`src/rtl/mtype_pkg.sv`:
```
// Shared encodings for the matrix-extension scheduler: engine opcodes, FSM states, instruction match keys.
// Latency: n/a (constants only).
// Backpressure: n/a.
//
// The match keys are {funct3, opcode}. They come from the MtypePA/MtypeM2/MtypeS
// defines when the including build already provides them. Otherwise the
// custom-0 defaults below are used.
`ifndef MtypePA
`define MtypePA 10'b000_0001011
`endif
`ifndef MtypeM2
`define MtypeM2 10'b001_0001011
`endif
`ifndef MtypeS
`define MtypeS  10'b010_0001011
`endif

package mtype_pkg;

    // Engine opcodes; 2'd3 is reserved and never issued.
    localparam logic [1:0] OP_PA = 2'd0;
    localparam logic [1:0] OP_M2 = 2'd1;
    localparam logic [1:0] OP_S  = 2'd2;

    typedef enum logic [1:0] {
        ST_IDLE  = 2'd0,
        ST_ISSUE = 2'd1,
        ST_MUL   = 2'd2,
        ST_WAIT  = 2'd3
    } state_t;

    localparam logic [9:0] MATCH_PA = `MtypePA;
    localparam logic [9:0] MATCH_M2 = `MtypeM2;
    localparam logic [9:0] MATCH_S  = `MtypeS;

endpackage

```
`src/rtl/mtype_decode.sv`:
```
// Classifies a 32-bit instruction as one of the matrix-extension ops.
// Latency: combinational.
// Backpressure: none.
//
// Ports: i_inst   - instruction word
//        o_is_custom - instruction is PA, M2 or S
//        o_op     - engine opcode (OP_PA when not custom)
module mtype_decode
    import mtype_pkg::*;
(
    input  logic [31:0] i_inst,
    output logic        o_is_custom,
    output logic [1:0]  o_op
);

    logic [9:0] w_key;
    assign w_key = {i_inst[14:12], i_inst[6:0]};

    always_comb begin
        o_is_custom = 1'b0;
        o_op        = OP_PA;
        if (w_key == MATCH_PA) begin
            o_is_custom = 1'b1;
            o_op        = OP_PA;
        end else if (w_key == MATCH_M2) begin
            o_is_custom = 1'b1;
            o_op        = OP_M2;
        end else if (w_key == MATCH_S) begin
            o_is_custom = 1'b1;
            o_op        = OP_S;
        end
    end

    // Operand and destination fields play no part in classification.
    logic w_unused;
    assign w_unused = ^{i_inst[31:15], i_inst[11:7]};

endmodule

```
`src/rtl/mtype_scheduler.sv`:
```
// Sequences one matrix-extension op at a time onto the shared engine and interlocks ID behind it.
// Latency: eng_req rises one cycle after EX acceptance; busy covers ISSUE through completion.
// Backpressure: stall holds IF/ID while an op is in flight or being accepted; eng_req holds until eng_ack.
//
// Ports: clk, rst (sync, active-high)
//        id_valid/id_inst  - ID stage instruction (only used for the stall interlock)
//        ex_valid/ex_inst  - EX stage instruction (source of accepted ops)
//        eng_req/eng_op    - registered request + opcode to the engine, stable until eng_ack
//        eng_ack/eng_done  - engine accept / store-complete
//        busy              - op in flight (registered)
//        stall             - combinational ID hold
// Optional: define MTYPE_PERF_EN to add perf_busy_cycles[31:0] and perf_ops[15:0].
module mtype_scheduler
    import mtype_pkg::*;
#(
    parameter int MUL_LAT = 4,   // M2 cycles after ack, 1..15
    parameter int CNT_W   = 4    // 2**CNT_W must exceed MUL_LAT
) (
    input  logic        clk,
    input  logic        rst,
    input  logic        id_valid,
    input  logic [31:0] id_inst,
    input  logic        ex_valid,
    input  logic [31:0] ex_inst,
    output logic        eng_req,
    output logic [1:0]  eng_op,
    input  logic        eng_ack,
    input  logic        eng_done,
    output logic        busy,
    output logic        stall
`ifdef MTYPE_PERF_EN
    ,
    output logic [31:0] perf_busy_cycles,
    output logic [15:0] perf_ops
`endif
);

    localparam logic [CNT_W-1:0] CNT_INIT = CNT_W'(MUL_LAT - 1);

    logic             w_id_custom;
    logic [1:0]       w_id_op_unused;
    logic             w_ex_custom;
    logic [1:0]       w_ex_op;

    state_t           r_state;
    state_t           w_state_nxt;
    logic [CNT_W-1:0] r_cnt;
    logic [CNT_W-1:0] w_cnt_nxt;
    logic [1:0]       r_op;
    logic [1:0]       w_op_nxt;
    logic             r_eng_req;
    logic             r_busy;
    logic             w_ex_accept;

    mtype_decode u_dec_id (
        .i_inst      (id_inst),
        .o_is_custom (w_id_custom),
        .o_op        (w_id_op_unused)
    );

    mtype_decode u_dec_ex (
        .i_inst      (ex_inst),
        .o_is_custom (w_ex_custom),
        .o_op        (w_ex_op)
    );

    assign w_ex_accept = (r_state == ST_IDLE) && ex_valid && w_ex_custom;

    always_comb begin
        w_state_nxt = r_state;
        w_cnt_nxt   = r_cnt;
        w_op_nxt    = r_op;
        case (r_state)
            ST_IDLE: begin
                if (w_ex_accept) begin
                    w_state_nxt = ST_ISSUE;
                    w_op_nxt    = w_ex_op;
                end
            end
            ST_ISSUE: begin
                if (eng_ack) begin
                    case (r_op)
                        OP_M2: begin
                            w_state_nxt = ST_MUL;
                            w_cnt_nxt   = CNT_INIT;
                        end
                        // A store may complete in the same cycle it is accepted.
                        OP_S:    w_state_nxt = eng_done ? ST_IDLE : ST_WAIT;
                        default: w_state_nxt = ST_IDLE;
                    endcase
                end
            end
            ST_MUL: begin
                if (r_cnt == '0) begin
                    w_state_nxt = ST_IDLE;
                end else begin
                    w_cnt_nxt = r_cnt - CNT_W'(1);
                end
            end
            ST_WAIT: begin
                if (eng_done) begin
                    w_state_nxt = ST_IDLE;
                end
            end
            default: w_state_nxt = ST_IDLE;
        endcase
    end

    // eng_req and busy are registered from the next state so they change
    // exactly at the state edge and never glitch.
    always_ff @(posedge clk) begin
        if (rst) begin
            r_state   <= ST_IDLE;
            r_cnt     <= '0;
            r_op      <= OP_PA;
            r_eng_req <= 1'b0;
            r_busy    <= 1'b0;
        end else begin
            r_state   <= w_state_nxt;
            r_cnt     <= w_cnt_nxt;
            r_op      <= w_op_nxt;
            r_eng_req <= (w_state_nxt == ST_ISSUE);
            r_busy    <= (w_state_nxt != ST_IDLE);
        end
    end

    assign eng_req = r_eng_req;
    assign eng_op  = r_op;
    assign busy    = r_busy;

    // The accepting cycle stalls too, so a second custom op cannot slip into
    // EX behind the one just taken.
    assign stall = id_valid && w_id_custom && (r_busy || w_ex_accept);

`ifdef MTYPE_PERF_EN
    logic [31:0] r_perf_busy;
    logic [15:0] r_perf_ops;

    always_ff @(posedge clk) begin
        if (rst) begin
            r_perf_busy <= '0;
            r_perf_ops  <= '0;
        end else begin
            if (r_busy) begin
                r_perf_busy <= r_perf_busy + 32'd1;
            end
            if ((r_state != ST_IDLE) && (w_state_nxt == ST_IDLE)) begin
                r_perf_ops <= r_perf_ops + 16'd1;
            end
        end
    end

    assign perf_busy_cycles = r_perf_busy;
    assign perf_ops         = r_perf_ops;
`endif

endmodule

```
`config.mk`:
```
export PLATFORM = sky130hd
export DESIGN_NAME = mtype_scheduler
export DESIGN_NICKNAME = d
export VERILOG_FILES = /design/src/rtl/mtype_pkg.sv /design/src/rtl/mtype_decode.sv /design/src/rtl/mtype_scheduler.sv
export SDC_FILE = /design/constraint.sdc
export NUM_CORES = 1
export LEC_CHECK = 0
export ABC_AREA = 1
export ABC_CLOCK_PERIOD_IN_PS = 1100
export CORE_MARGIN = 10
export CORE_UTILIZATION = 23
export DETAILED_ROUTE_END_ITERATION = 10
export PLACE_DENSITY = 0.75
export SLEW_MARGIN = 20
export SYNTH_ARGS = -nofsm -noshare
export SYNTH_HDL_FRONTEND = slang
export SYNTH_SLANG_ARGS = --single-unit
```
`constraint.sdc`:
```
create_clock -name clk -period 1.1 [get_ports clk]
set_input_delay 0.22 -clock clk [delete_from_list [all_inputs] [get_ports clk]]
set_output_delay 0.22 -clock clk [all_outputs]
set_load 0.02 [all_outputs]
```
### After elaboration in Yosys (flattened, before gate mapping)

Index checks and enable logic that the tools add are counted.

| word-level totals | value |
|---|---|
| register bits after elaboration | 10 |
| word-level logic and storage cells | 52 |
| input port bits | 70 |

| operators by class | value |
|---|---|
| eq/ne operators | 15 |
| mux-type cells | 20 |
| add/sub/neg operators | 1 |
| reductions and logical operators | 11 |

Operators by type and width:

| operator | number |
|---|---|
| 10-bit by 4-bit equality test with 1-bit output (second input constant) | 2 |
| 10-bit by 8-bit equality test with 1-bit output (second input constant) | 2 |
| 10-bit by 9-bit equality test with 1-bit output (second input constant) | 2 |
| 2-bit 2-to-1 mux | 8 |
| 4-bit 2-to-1 mux | 3 |
| 2-bit one-hot mux with 4 select lines | 1 |
| 4-bit one-hot mux with 2 select lines | 1 |
| 2-bit by 1-bit equality test with 1-bit output (second input constant) | 3 |
| 2-bit equality test (second input constant) | 3 |
| 1-bit 2-to-1 mux | 6 |
| 2-bit inequality test (second input constant) | 3 |
| 1-bit logical AND | 4 |
| 4-bit logical NOT | 1 |
| 2-bit one-hot mux with 2 select lines | 1 |
| 4-bit AND reduction | 1 |
| 2-bit nonzero test | 2 |
| 4-bit by 1-bit subtractor with 4-bit output (second input constant) | 1 |
| 2-bit logical NOT | 1 |
| 2-bit AND reduction | 1 |
| 1-bit logical OR | 1 |

### Longest topological paths before layout

| logic depth | value |
|---|---|
| depth in word-level cells | 8 |
| mapped depth | 10 |

### By module

Synthesis repeated with hierarchy kept, for this count alone.

| unflattened totals | value |
|---|---|
| cells, all modules | 110 |
| area, all modules | 669.4 um2 |

By module, submodules not included:

| module | instances | cells each | area each (um2) |
|---|---|---|---|
| mtype_scheduler | 1 | 72 | 509.2 |
| mtype_decode | 2 | 19 | 80.1 |

### Worst setup path after synthesis

OpenSTA, ideal clock, no wires.

| path | value |
|---|---|
| kind | register -> register |
| from | register r_op[0] (netlist: eng_op[0]) |
| to | register r_busy (netlist: busy) |
| arrival | 1,240 ps |
| data required time | 1,042 ps |
| path slack | -198 ps |
| buffers on the path | 0 |
| period minus slack after synthesis | 1,298 ps |
| stages on the path, launching flop included | 8 |
| setup time | 58 ps |
| cells stage by stage | dfxtp_1 inv_1 ha_1 nor3_1 o21ai_0 nand2_1 nand2_1 nand2_1 |

| between the ends | value |
|---|---|
| cells in the longest elaborated chain, start to end | 5 |
| elaborated cells between the ends (all ways) | 6 |
| classes of those cells | eq/ne (2); mux (3); reduce/logical (1) |

RTL lines:

| element | line | text |
|---|---|---|
| start: declaration | mtype_scheduler.sv:49 | `logic [1:0] r_op;` |
| start signal: assignment | mtype_scheduler.sv:121 | `r_op <= w_op_nxt;` |
| 2-bit equality test / 2-bit by 1-bit equality test with 1-bit output (equally long branches) | mtype_scheduler.sv:82 | `case (r_op)` |
| 2-bit one-hot mux with 2 select lines * | mtype_scheduler.sv:82 |  |
| 2-bit 2-to-1 mux * | mtype_scheduler.sv:81 | `if (eng_ack) begin` |
| 2-bit one-hot mux with 4 select lines * | mtype_scheduler.sv:73 | `case (r_state)` |
| 2-bit nonzero test * | mtype_scheduler.sv:123 | `r_busy <= (w_state_nxt != ST_IDLE);` |
| end signal: assignment | mtype_scheduler.sv:123 |  |
| end: declaration | mtype_scheduler.sv:52 | `logic r_busy;` |

Every way passes the cells marked *; elsewhere a longest branch is shown, timed or not.
A chain may end at the register's enable or synchronous reset.

### Worst setup path in the final report

| path | value |
|---|---|
| from | input ex_inst[4] |
| to | output stall |

| between the ends | value |
|---|---|
| cells in the longest elaborated chain, start to end | 7 |
| elaborated cells between the ends (all ways) | 9 |
| classes of those cells | eq/ne (3); mux (3); reduce/logical (3) |

RTL lines:

| element | line | text |
|---|---|---|
| start: declaration | mtype_scheduler.sv:24 | `input logic [31:0] ex_inst,` |
| 10-bit by 9-bit equality test with 1-bit output | mtype_decode.sv:28 | `end else if (w_key == MATCH_S) begin` |
| 1-bit 2-to-1 mux | mtype_decode.sv:28 |  |
| 1-bit 2-to-1 mux | mtype_decode.sv:25 | `end else if (w_key == MATCH_M2) begin` |
| 1-bit 2-to-1 mux * | mtype_decode.sv:22 | `if (w_key == MATCH_PA) begin` |
| 1-bit logical AND * | mtype_scheduler.sv:67 | `assign w_ex_accept = (r_state == ST_IDLE) && ex_valid && w_ex_custom;` |
| 1-bit logical OR * | mtype_scheduler.sv:133 | `assign stall = id_valid && w_id_custom && (r_busy \|\| w_ex_accept);` |
| 1-bit logical AND * | mtype_scheduler.sv:133 |  |
| end: declaration | mtype_scheduler.sv:30 | `output logic stall` |

Marks and branches as above.

==> flow_summary.json <==
{
  "ioPinCount": 75,
  "hpwl_um": 1590,
  "fp.dieH_um": 71.8,
  "p_sw_mw": 0.193,
  "remaining_drc_errors": 0,
  "cp-end-kind": "output port",
  "nets": 227,
  "pwr-share-comb": 0.188,
  "power_density_mw_per_mm2": 585,
  "setup_viol": 10,
  "first_global_vias": 804,
  "use_met3": 0.0262,
  "viasPerCell": 4.51,
  "max_slew_margin": 0.843,
  "antenna_found_initial": 0,
  "synth.distinct_cells": 18,
  "power.leakage_nw": 0.618,
  "seq_area_frac_synth": 0.325,
  "busiest_layer": "met2",
  "design.core.area_mm2": 0.00252,
  "area_delta_synth_final_pct": 114,
  "synth.area.top_cells": "dfxtp_1 (32%), nand2_1 (13%), inv_1 (10%), nor2_1 (9.7%), ha_1 (8.1%)",
  "syn_area_per_cell_um2": 6.49,
  "clockBufferDepth": 2,
  "yosysTopAreaCell": "dfxtp_1",
  "skew_ps": 12.8,
  "layout.cells.non_filler": 182,
  "via_count": 821,
  "holdWs_ps": 302,
  "path_clk_slew_ps": 80,
  "wl_um": 2460,
  "use_met2": 0.160,
  "period_share": 1.28,
  "die_w_um": 71.8,
  "drt_iter0_drc": 16,
  "violations": "negative setup slack",
  "synth_area_um2": 617,
  "vdd_drop_max_v": 0.000632,
  "gp_congestion": 0.827,
  "htreeDepth": 1,
  "setup_slack_ps": -308,
  "grt.total_usage": 0.0858,
  "detail_route.wl_per_cell_um": 13.5,
  "status": "complete, but fails checks",
  "cts_buffers": 3,
  "clock_tree.root_cell": "clkbuf_4",
  "p_int_mw": 0.578,
  "tightest_slew_ps": 233,
  "cp-start-kind": "input port",
  "rows": 18,
  "critical_path_arrival_ps": 1190,
  "gr-total-overflow": 0,
  "seq_power_share": 0.463,
  "crit_required_ps": 880,
  "grt_max_degree": 7,
  "use_met1": 0.0906,
  "dpl.cell_count": 165,
  "finalInstanceArea_mm2": 0.00132,
  "initial_core_util": 0.245,
  "p_clk_frac": 0.349,
  "dieArea_mm2": 0.00515,
  "slew_violations": 0,
  "rsz0062_at_grt": "true",
  "crit_type": "in -> out",
  "grt_pass1_wl_um": 3660,
  "fmax_mhz": 710,
  "drive_gt1_frac": 0.579,
  "min-delay-path-class": "in -> reg",
  "postSynthNetCount": 169,
  "clock_latency_ps": 270,
  "yosysTopAreaCellShare": 0.325,
  "synth_seq_cells": 10,
  "drt_first_pass_iters": 4,
  "ys_warn_count": 0,
  "syn_inst": 95,
  "swShare": 0.251,
  "cts.sinks": 10,
  "critPathMaxFanout": 2,
  "drtAntennaViolNets": 0,
  "finalCriticalPeriod_ps": 1410,
  "cts_tree": "yes",
  "cap_violations": 0,
  "io_buffer_count": 30,
  "placed_area_mm2": 0.00106,
  "diodes": 0,
  "final-hold-violation-count": 0
}
## metrics by stage
stage          TNS [ps]  setup slack [ps]  power (mW)  utilization
6_report           -854              -308       0.771        0.522
5_1_grt           -1720              -376       0.813        0.522
4_1_cts            -516              -246       0.759        0.494
3_5_place_dp      -3880             -1000       0.494        0.421
3_3_place_gp      -3710              -973       0.492        0.421
2_1_floorplan     -26.9             -16.2       0.392            -
## worst max-delay path: stages
cell             delay, ps
clkdlybuf4s15_1        160
inv_1                   60
nand2_2                 70
nor2_2                 140
nand3_1                140
nand2_2                110
a21oi_2                 80
nor2_4                  90
buf_6                  120
## sequential cells by signal, indices dropped and copies added, names as in the netlist
signal   count
busy         1
eng_op       2
r_state      2
r_cnt        4
eng_req      1
## per-layer routing
layer  share of wire  vias up
met5               0        -
met4           0.028        0
met3           0.044        4
met2            0.55       22
met1            0.38      383
li1                -      412
## path summary, 6_finish.rpt
path,to,start,slack (ps),cells after the start
max,stall,ex_inst[4],-310,9
min,eng_op[0],ex_inst[14],300,4
max reg2reg,busy,eng_op[0],-110,10
min reg2reg,eng_op[0],eng_op[0],530,2
## kinds of logic after synthesis
family / Yosys count / synth area share
XOR/XNOR: 1 / 0.0142
flip-flops: 10 / 0.325
AO/OA/AOI/OAI: 10 / 0.0811
adder cells (fa/ha/maj): 4 / 0.0811
AND/OR/NAND/NOR: 52 / 0.389
buffers and inverters: 18 / 0.110
## power by group through the flow
stage	Clock, mW	Sequential, mW	Combinational, mW
after floorplan	0	0.366	0.0266
after global placement	0	0.366	0.127
after detailed placement	0	0.366	0.128
after CTS	0.269	0.357	0.132
after global routing	0.302	0.357	0.154
final	0.269	0.357	0.145
## final cells by class
| class | count | area [µm²] |
|---|---|---|
| inverters | 18 | 70.1 |
| multi-input cells | 67 | 489 |
| clock buffers | 3 | 22.5 |
| well taps | 30 | 37.5 |
| repair buffers | 53 | 480 |
| fillers | 237 | 1200 |
| flip-flops and latches | 10 | 214 |
| clock inverters | 1 | 3.75 |
## timing repair
item | 4_1_cts | 5_1_grt
endpoints found under the setup margin | 14 | 13
endpoints found under the hold margin | 0 | 0
hold buffers | 0 | 0
pin swaps | 31 | 19
setup buffers | 14 | 3
gates resized for setup | 98 | 20
## synthesized netlist by cell type
| cell type | instances |
|---|---|
| nand2_2 | 3 |
| nor2_2 | 1 |
| nand4_2 | 1 |
| nor3b_2 | 1 |
| nor2_1 | 16 |
| nor3_1 | 2 |
| xor2_1 | 1 |
| dfxtp_1 | 10 |
| o21ai_0 | 3 |
| nor4_1 | 1 |
| inv_2 | 1 |
| nor3b_1 | 1 |
| a21oi_1 | 7 |
| nand4_1 | 2 |
| ha_1 | 4 |
| nand3_1 | 3 |
| inv_1 | 17 |
| nand2_1 | 21 |
## placed cells by master, fill, tap and decap left out, types with 4 or more instances in the layout
master,synthesis,layout
a21oi_2,0,4
clkdlybuf4s15_1,0,6
dfxtp_2,0,5
nor2_2,1,6
buf_4,0,17
inv_2,1,8
nand2_2,3,12
buf_6,0,13
nor2_1,16,9
dlygate4sd2_1,0,8
inv_1,17,9
clkdlybuf4s50_1,0,5
nand2_1,21,11
No activity file was read; power rests on OpenSTA's default activity.
